`src/rtl/uart_rom_loader.sv`:
```
// uart_rom_loader: 8N1 UART receiver that loads a framed Chip-8 ROM image into CPU memory.
// Define UART_LOADER_CHECKSUM_EN to require a trailing mod-256 checksum byte per frame.
module uart_rom_loader #(
    parameter int          CLKS_PER_BIT   = 217,
    parameter logic [11:0] BASE_ADDR      = 12'h200,
    parameter int          TIMEOUT_CYCLES = 2_500_000
) (
    input  logic        clk,
    input  logic        rst_n,
    input  logic        rxd,
    output logic        upload_en,
    output logic        upload_clk,
    output logic [7:0]  upload_data,
    output logic [11:0] upload_addr,
    output logic        done,
    output logic        error,
    output logic        busy
);
    localparam int            CW        = $clog2(CLKS_PER_BIT);
    localparam logic [CW-1:0] BIT_LAST  = CW'(CLKS_PER_BIT - 1);
    localparam logic [CW-1:0] HALF_LAST = CW'(CLKS_PER_BIT / 2 - 1);
    localparam int            TW        = $clog2(TIMEOUT_CYCLES + 1);
    localparam logic [TW-1:0] TO_LAST   = TW'(TIMEOUT_CYCLES - 1);
    localparam logic [15:0]   MAX_LEN   = 16'(4096 - int'(BASE_ADDR));
    localparam logic [7:0]    SYNC_BYTE = 8'hC8;

    typedef enum logic [1:0] {RX_IDLE, RX_START, RX_DATA, RX_STOP} rx_state_e;

    typedef enum logic [2:0] {
        S_IDLE,
        S_LEN_HI,
        S_LEN_LO,
        S_DATA,
`ifdef UART_LOADER_CHECKSUM_EN
        S_CHECK,
`endif
        S_WAIT_WR
    } state_e;

    // ---------------- RX front end ----------------
    logic            rx_meta_q, rx_sync_q, rx_prev_q;
    rx_state_e       rx_st_q;
    logic [CW-1:0]   rx_cnt_q;
    logic [2:0]      rx_bit_q;
    logic [7:0]      rx_sh_q;
    logic [7:0]      rx_byte_q;
    logic            rx_valid_q;
    logic            rx_ferr_q;

    always_ff @(posedge clk or negedge rst_n) begin
        if (!rst_n) begin
            rx_meta_q  <= 1'b1;
            rx_sync_q  <= 1'b1;
            rx_prev_q  <= 1'b1;
            rx_st_q    <= RX_IDLE;
            rx_cnt_q   <= '0;
            rx_bit_q   <= '0;
            rx_sh_q    <= '0;
            rx_byte_q  <= '0;
            rx_valid_q <= 1'b0;
            rx_ferr_q  <= 1'b0;
        end else begin
            rx_meta_q  <= rxd;
            rx_sync_q  <= rx_meta_q;
            rx_prev_q  <= rx_sync_q;
            rx_valid_q <= 1'b0;
            rx_ferr_q  <= 1'b0;
            case (rx_st_q)
                RX_IDLE: begin
                    if (rx_prev_q && !rx_sync_q) begin
                        rx_st_q  <= RX_START;
                        rx_cnt_q <= '0;
                    end
                end
                RX_START: begin
                    // A start bit that is high again at mid-bit was a glitch.
                    if (rx_cnt_q == HALF_LAST) begin
                        rx_cnt_q <= '0;
                        rx_bit_q <= '0;
                        rx_st_q  <= rx_sync_q ? RX_IDLE : RX_DATA;
                    end else begin
                        rx_cnt_q <= rx_cnt_q + CW'(1);
                    end
                end
                RX_DATA: begin
                    if (rx_cnt_q == BIT_LAST) begin
                        rx_cnt_q <= '0;
                        rx_sh_q  <= {rx_sync_q, rx_sh_q[7:1]};
                        if (rx_bit_q == 3'd7) rx_st_q <= RX_STOP;
                        rx_bit_q <= rx_bit_q + 3'd1;
                    end else begin
                        rx_cnt_q <= rx_cnt_q + CW'(1);
                    end
                end
                RX_STOP: begin
                    if (rx_cnt_q == BIT_LAST) begin
                        rx_cnt_q <= '0;
                        rx_st_q  <= RX_IDLE;
                        if (rx_sync_q) begin
                            rx_byte_q  <= rx_sh_q;
                            rx_valid_q <= 1'b1;
                        end else begin
                            rx_ferr_q <= 1'b1;
                        end
                    end else begin
                        rx_cnt_q <= rx_cnt_q + CW'(1);
                    end
                end
                default: rx_st_q <= RX_IDLE;
            endcase
        end
    end

    // ---------------- Frame / write FSM ----------------
    state_e        state_q;
    logic [7:0]    len_hi_q;
    logic [12:0]   rem_q;
    logic [1:0]    wr_ph_q;
    logic [TW-1:0] tmo_q;
    logic          pend_q;
`ifdef UART_LOADER_CHECKSUM_EN
    logic [7:0]    sum_q;
`endif
    logic          upload_en_q, upload_clk_q, done_q, error_q;
    logic [7:0]    upload_data_q;
    logic [11:0]   upload_addr_q;

    logic          byte_ev_d;
    logic [15:0]   len_d;
    logic          tmo_hit_d;

    always_comb begin
        byte_ev_d = rx_valid_q | pend_q;
        len_d     = {len_hi_q, rx_byte_q};
        tmo_hit_d = (tmo_q == TO_LAST) && (state_q != S_IDLE) && (state_q != S_WAIT_WR);
    end

    always_ff @(posedge clk or negedge rst_n) begin
        if (!rst_n) begin
            state_q       <= S_IDLE;
            len_hi_q      <= '0;
            rem_q         <= '0;
            wr_ph_q       <= '0;
            tmo_q         <= '0;
            pend_q        <= 1'b0;
`ifdef UART_LOADER_CHECKSUM_EN
            sum_q         <= '0;
`endif
            upload_en_q   <= 1'b0;
            upload_clk_q  <= 1'b0;
            upload_data_q <= '0;
            upload_addr_q <= '0;
            done_q        <= 1'b0;
            error_q       <= 1'b0;
        end else begin
            done_q <= 1'b0;
            // Timeout counts idle time between bytes; writes themselves never time out.
            if (rx_valid_q || state_q == S_IDLE || state_q == S_WAIT_WR) tmo_q <= '0;
            else                                                     tmo_q <= tmo_q + TW'(1);

            if (state_q != S_IDLE && (rx_ferr_q || tmo_hit_d)) begin
                error_q      <= 1'b1;
                upload_en_q  <= 1'b0;
                upload_clk_q <= 1'b0;
                pend_q       <= 1'b0;
                state_q      <= S_IDLE;
            end else begin
                case (state_q)
                    S_IDLE: begin
                        if (rx_valid_q && rx_byte_q == SYNC_BYTE) begin
                            error_q       <= 1'b0;
                            upload_en_q   <= 1'b1;
                            upload_addr_q <= BASE_ADDR;
`ifdef UART_LOADER_CHECKSUM_EN
                            sum_q         <= '0;
`endif
                            state_q       <= S_LEN_HI;
                        end
                    end
                    S_LEN_HI: begin
                        if (rx_valid_q) begin
                            len_hi_q <= rx_byte_q;
                            state_q  <= S_LEN_LO;
                        end
                    end
                    S_LEN_LO: begin
                        if (rx_valid_q) begin
                            if (len_d == 16'd0 || len_d > MAX_LEN) begin
                                error_q     <= 1'b1;
                                upload_en_q <= 1'b0;
                                state_q     <= S_IDLE;
                            end else begin
                                rem_q   <= 13'(len_d);
                                state_q <= S_DATA;
                            end
                        end
                    end
                    S_DATA: begin
                        if (byte_ev_d) begin
                            pend_q        <= 1'b0;
                            upload_data_q <= rx_byte_q;
`ifdef UART_LOADER_CHECKSUM_EN
                            sum_q         <= sum_q + rx_byte_q;
`endif
                            wr_ph_q       <= 2'd0;
                            state_q       <= S_WAIT_WR;
                        end
                    end
                    S_WAIT_WR: begin
                        // rx_byte_q stays stable until the next stop bit, so only a flag is kept.
                        if (rx_valid_q) pend_q <= 1'b1;
                        case (wr_ph_q)
                            2'd0: begin
                                upload_clk_q <= 1'b1;
                                wr_ph_q      <= 2'd1;
                            end
                            2'd1: begin
                                upload_clk_q <= 1'b0;
                                wr_ph_q      <= 2'd2;
                            end
                            default: begin
                                upload_addr_q <= upload_addr_q + 12'd1;
                                rem_q         <= rem_q - 13'd1;
                                wr_ph_q       <= 2'd0;
                                if (rem_q == 13'd1) begin
`ifdef UART_LOADER_CHECKSUM_EN
                                    state_q <= S_CHECK;
`else
                                    done_q      <= 1'b1;
                                    upload_en_q <= 1'b0;
                                    state_q     <= S_IDLE;
`endif
                                end else begin
                                    state_q <= S_DATA;
                                end
                            end
                        endcase
                    end
`ifdef UART_LOADER_CHECKSUM_EN
                    S_CHECK: begin
                        if (byte_ev_d) begin
                            pend_q      <= 1'b0;
                            upload_en_q <= 1'b0;
                            state_q     <= S_IDLE;
                            if (rx_byte_q == sum_q) done_q  <= 1'b1;
                            else                    error_q <= 1'b1;
                        end
                    end
`endif
                    default: begin
                        upload_en_q  <= 1'b0;
                        upload_clk_q <= 1'b0;
                        state_q      <= S_IDLE;
                    end
                endcase
            end
        end
    end

    assign upload_en   = upload_en_q;
    assign upload_clk  = upload_clk_q;
    assign upload_data = upload_data_q;
    assign upload_addr = upload_addr_q;
    assign done        = done_q;
    assign error       = error_q;
    assign busy        = (state_q != S_IDLE);

endmodule

```
`config.mk`:
```
export PLATFORM = sky130hd
export DESIGN_NAME = uart_rom_loader
export DESIGN_NICKNAME = d
export VERILOG_FILES = /design/src/rtl/uart_rom_loader.sv
export SDC_FILE = /design/constraint.sdc
export NUM_CORES = 1
export LEC_CHECK = 0
export BUFFER_PORTS_ARGS = -buffer_cell sky130_fd_sc_hd__buf_2
export CORE_ASPECT_RATIO = 0.9
export CORE_MARGIN = 2
export CORE_UTILIZATION = 40
export DETAILED_ROUTE_END_ITERATION = 6
export SYNTH_ARGS = -nofsm -noshare
export SYNTH_HDL_FRONTEND = slang
export SYNTH_SLANG_ARGS = --single-unit
```
`constraint.sdc`:
```
create_clock -name clk -period 2.95 [get_ports clk]
set_clock_uncertainty 0.05 [all_clocks]
set_input_delay 0.59 -clock clk [delete_from_list [all_inputs] [get_ports clk]]
set_output_delay 0.59 -clock clk [all_outputs]
set_load 0.02 [all_outputs]
```
Word-level counts from Yosys, hierarchy flattened
Cells that the tools add are included.
Widths: inputs -> output; s select.
{ "classes": {"magnitude_cmp": 1, "n_reduce_logical": 39, "n_mux": 63, "n_addsub": 5, "n_eq_ne": 36, "n_bitwise": 2} }
{ "op_table": {"columns": ["operator", "count"], "rows": [
  ["$mux 13", 3],
  ["$pmux 13 s2", 1],
  ["$mux 1", 24],
  ["$mux 12", 2],
  ["$mux 3", 8],
  ["$mux 8", 3],
  ["$pmux 12 s2", 1],
  ["$pmux 8 s3", 1],
  ["$add 22x1->22 const B", 1],
  ["$eq 22x22->1 const B", 1],
  ["$mux 22", 1],
  ["$mux 2", 9],
  ["$ne 2x2->1 const B", 9],
  ["$reduce_and 3->1", 6],
  ["$eq 8x8->1 const B", 2],
  ["$gt 16x12->1 const B", 1],
  ["$logic_not 16->1", 1],
  ["$ne 3x3->1 const B", 5],
  ["$pmux 3 s5", 1],
  ["$reduce_and 5->1", 3],
  ["$eq 13x1->1 const B", 1],
  ["$sub 13x1->13 const B", 1],
  ["$add 12x1->12 const B", 1],
  ["$reduce_bool 3->1", 3],
  ["other kinds (30)", 57]
]} }
{ "word_totals": {"in_bits": 3, "elab_cells": 168, "register_bits": 107} }

Logic depth before layout (Yosys ltp)
{ "logic_depth": {"ltp_word": 7, "ltp_mapped": 8} }

Worst setup path before layout
OpenSTA, ideal clock, no wires.
{ "synth_timing": {"path_kind": "flip-flop to flip-flop", "start": "register rem_q[0]", "end": "register rem_q[10]", "arrival_time_ns": 2.089, "period_less_slack_ns": 2.204, "path_buffers": 1, "t_required_ns": 2.834, "setup_time_ns": 0.066, "path_slack_ns": 0.746, "stages_incl_launch_ff": 8, "path_cell_list": "dfrtp_1 -> inv_1 -> ha_1 -> or3b_2 -> clkbuf_1 -> o41a_1 -> a2111oi_0 -> o22a_1"} }
{ "synth_between": {"elab_chain_cells": 3} }
{ "synth_rtl": {"columns": ["item", "line_no", "text"], "rows": [
  ["from (decl)", "117", "logic [12:0] rem_q;"],
  ["from (signal assigned)", "193", "rem_q <= 13'(len_d);"],
  ["from (signal assigned)", "223", "rem_q <= rem_q - 13'd1;"],
  ["$sub 13x1->13", "223", null],
  ["$mux 13", "212", "case (wr_ph_q)"],
  ["$pmux 13 s2", "168", "case (state_q)"]
]} }
No other way between the ends. The select of a mux whose other input is x is not followed.
A chain may end at the register's enable or synchronous reset.

Worst setup path in the final report
{ "layout_timing": {"start": "register state_q[1]", "end": "register rem_q[2]"} }
{ "layout_between": {"elab_chain_cells": 7, "word_cells_on_any_way": 15, "classes_between": "eq/ne (6); mux (1); bitwise (1); reduce/logical (7)"} }
{ "layout_rtl": {"columns": ["item", "line_no", "text"], "rows": [
  ["from (decl)", "115", "state_e state_q;"],
  ["from (signal assigned)", "140", "state_q <= S_IDLE;"],
  ["from (signal assigned)", "166", "state_q <= S_IDLE;"],
  ["from (signal assigned)", "177", "state_q <= S_LEN_HI;"],
  ["$reduce_bool 3->1", "135, 161", null],
  ["$logic_and 1x1->1 (2 in a row)", "135", "tmo_hit_d = (tmo_q == TO_LAST) && (state_q != S_IDLE) && (state_q != S_WAIT_WR);"],
  ["$logic_or 1x1->1", "161", "if (state_q != S_IDLE && (rx_ferr_q || tmo_hit_d)) begin"],
  ["$logic_and 1x1->1", "161", null],
  ["$not 1->1 (no line)", null, null],
  ["$reduce_and 5->1 (no line)", null, null]
]} }
Parallel ways exist; a longest one is shown, timed or not.

==> impl_metrics.toml <==
[clock_network]
cts_buffer_depth = 2
clkTransAtPathRegs_ns = 0.07
cts_root_buf = "clkbuf_16"
cts_setup_buffers = 0
cts_tree = "done"
ctsHtreeMaxLevel = 3
cts_resized = 0
hold_buffers = 0
insertion_delay_ns = 0.36
numCtsBuffers = 9
cts_sinks = 107

[sta]
grt_setup_unrepaired = "false"
slew_headroom_pct = 41.7
tns_ns = 0
final_hold_viol_count = 0
fin_crit_sh_pct = 87.2
tightest_slew_ns = 0.871
holdWs_ns = 0.143
period_needed_ns = 2.57
setup_viol = 0
maxSlewViolCount = 0
fmax_mhz = 389

[worst_setup_path]
crit_buf_inv = 3
cp_data_required_time_ns = 3.15
crit_type = "flop to flop"
cp-start-kind = "flop"
slowest_delay_ns = 0.46
slowest_stage = "dfrtp_1"
critPathMaxFanout = 13
reg2regPathDepth = 8
cp-end-kind = "flop"
path_cells = "buf_4 > nor3_2 > inv_1 > o2bb2ai_1 > a21oi_1 > buf_4 > o211ai_1 > a221oi_1"
r2r_setup_slack_ns = 0.38
r2r-end = "rem_q[2]"
path_delay_family = "compound AO/OA/AOI/OAI gates"
cp_common_cell = "buf_4"
worst_ep_arrival_time_ns = 2.78
r2r_start = "state_q[1]"

[yosys]
yosysWarnings = 0
synth_top_area_share_pct = 47.2
syn_nets = 548
synth_edf_count = 0
syn_inst = 537
synth_most_common_cell = "dfrtp_1"
ys_seq_area_share_pct = 48.7
synth.cell_area_um2 = 5510
yosysUniqueCellTypes = 73
synth_seq_cells = 107
avgSynthCellArea_um2 = 10.3
async_flop_share_pct = 100
netlist_top_cells_area = "dfrtp_1, mux2_2, nor2_1, o21ai_0, nand2_1"
synthFlopType = "dfrtp_1"
synth_common_cells = "dfrtp_1, nor2_1, nand2_1, o21ai_0, mux2_2"
synth_area_leader_cell = "dfrtp_1"

[routing]
vias_per_cell = 5.86
drc_errors = 0
num_vias = 4333
wl_um = 12300
drt_iter0_drc = 265
first_pass_iters = 5
wl_per_cell_um = 16.6
drtAntennaViolNets = 0

[die]
initial_core_util_pct = 41.1
core.rowCount = 40
chipHeight_um = 115
core-area_um2 = 13400
die_x_um = 128
die-area_um2 = 14700
io_pins = 28

[power]
peakVddDrop_mv = 0.330
finalPower_mw = 3.14
p_leak_nw = 2.84
power_density_nw_per_um2 = 507

[flow_run]
max_cap_violations = 0

[cells_and_area]
area_growth_pct = 12.5
instances_no_fill = 739
fill_cells = 1237
nets = 577
antenna_cells = 0
final_util_pct = 46.2
layout-drive-gt1-share_pct = 18.7

[hold_path]
hold_class = "input port to async pin"

[global_routing]
grt_start_max_net_pins = 73
antenna_found_initial = 0
grt_usage_pct = 17.7
first_global_vias = 4095
grt_overflow_total = 0
grt_pass1_wl_um = 20800

[place]
dp_hpwl_um = 8330
dp_cells = 723
gp_congestion = 0.840
port-buffer-count = 27

[outcome]
outcome = "finished clean"
registers in the layout, indices dropped and copies added, names as in the netlist, 2 cells and up, named ones only:
register and cells:
rx_cnt_q 8, rx_byte_q 8, rx_sh_q 8, len_hi_q 8, upload_data 8, rem_q 13
tmo_q 22, state_q 3, upload_addr 12, wr_ph_q 2, rx_bit_q 3
layout by cell type, fill, tap and decap left out, drive strengths merged, types with 4 or more instances in the layout:
cell	synthesis	layout
a211oi	5	5
a21o	6	6
a21oi	17	17
a31oi	4	4
and3	12	12
and4	4	4
buf	6	40
clkbuf	16	11
dfrtp	104	104
ha	8	8
inv	22	23
mux2	32	32
nand2	37	37
nand2b	4	4
nand3	19	19
nand3b	4	4
nand4	7	7
nor2	50	50
nor3	13	13
nor4	14	14
o2111ai	5	5
o211ai	5	5
o21ai	34	34
o2bb2ai	6	6
o31ai	14	14
or3	8	8
or4	6	6
xnor2	8	8
xor2	10	10
power breakdown:
part,leakage (nW),total [mW],switching (mW),internal (mW)
registers,1.47,1.59,0.0749,1.51
logic,1.21,0.214,0.129,0.0854
clock network,0.158,1.34,0.548,0.793
total,2.84,3.14,0.752,2.39
metal layers:
| metal | vias to the layer above | track usage, % | routed length (um) |
|---|---|---|---|
| li1 | 2052 | - | - |
| met1 | 2143 | 25.1 | 5860 |
| met2 | 128 | 26.7 | 5600 |
| met3 | 10 | 4.56 | 699 |
| met4 | 0 | 5.42 | 124 |
| met5 | - | 0 | 0 |
per-stage QoR:
stage | setup slack, ns | area [um^2]
floorplan | 0.746 | 5510
detailed placement | 0.426 | 5860
global route | 0.174 | 6200
global placement | 0.493 | 5860
finish | 0.377 | 6200
CTS | 0.417 | 6200
worst max-delay path by stage:
stage                 to  slack (ns)       start  cells past startpoint
2_1_floorplan  rem_q[10]        0.75    rem_q[0]                      7
3_3_place_gp    rem_q[4]        0.49   tmo_q[15]                      5
3_5_place_dp    rem_q[4]        0.43   tmo_q[15]                      5
4_1_cts         rem_q[2]        0.42  state_q[1]                      8
5_1_grt         rem_q[2]        0.17  state_q[1]                      8
6_report        rem_q[2]        0.38  state_q[1]                      8
cells by family (layout without fill, tap and decap cells):
kind of cell | after synthesis | after routing | synth area share (%)
AOI/OAI and AO/OA | 128 | 128 | 16.2
xor gates and xnor gates | 18 | 18 | 2.86
adders and majority gates | 8 | 8 | 1.82
buffers and inverters | 44 | 78 | 3.41
DFF | 107 | 107 | 48.7
muxes | 35 | 35 | 7.63
and+or+nand+nor | 197 | 197 | 19.4
layout make-up:
class | instances | area [um^2] | area share [%]
multi-input combinational | 386 | 2640 | 42.6
clock buffer | 11 | 253 | 4.08
timing repair buffer | 40 | 248 | 4.00
clock inverter | 5 | 83.8 | 1.35
inverter | 22 | 82.6 | 1.33
tap | 168 | 210 | 3.39
sequential | 107 | 2680 | 43.2
(Power assumes the default switching activity.)
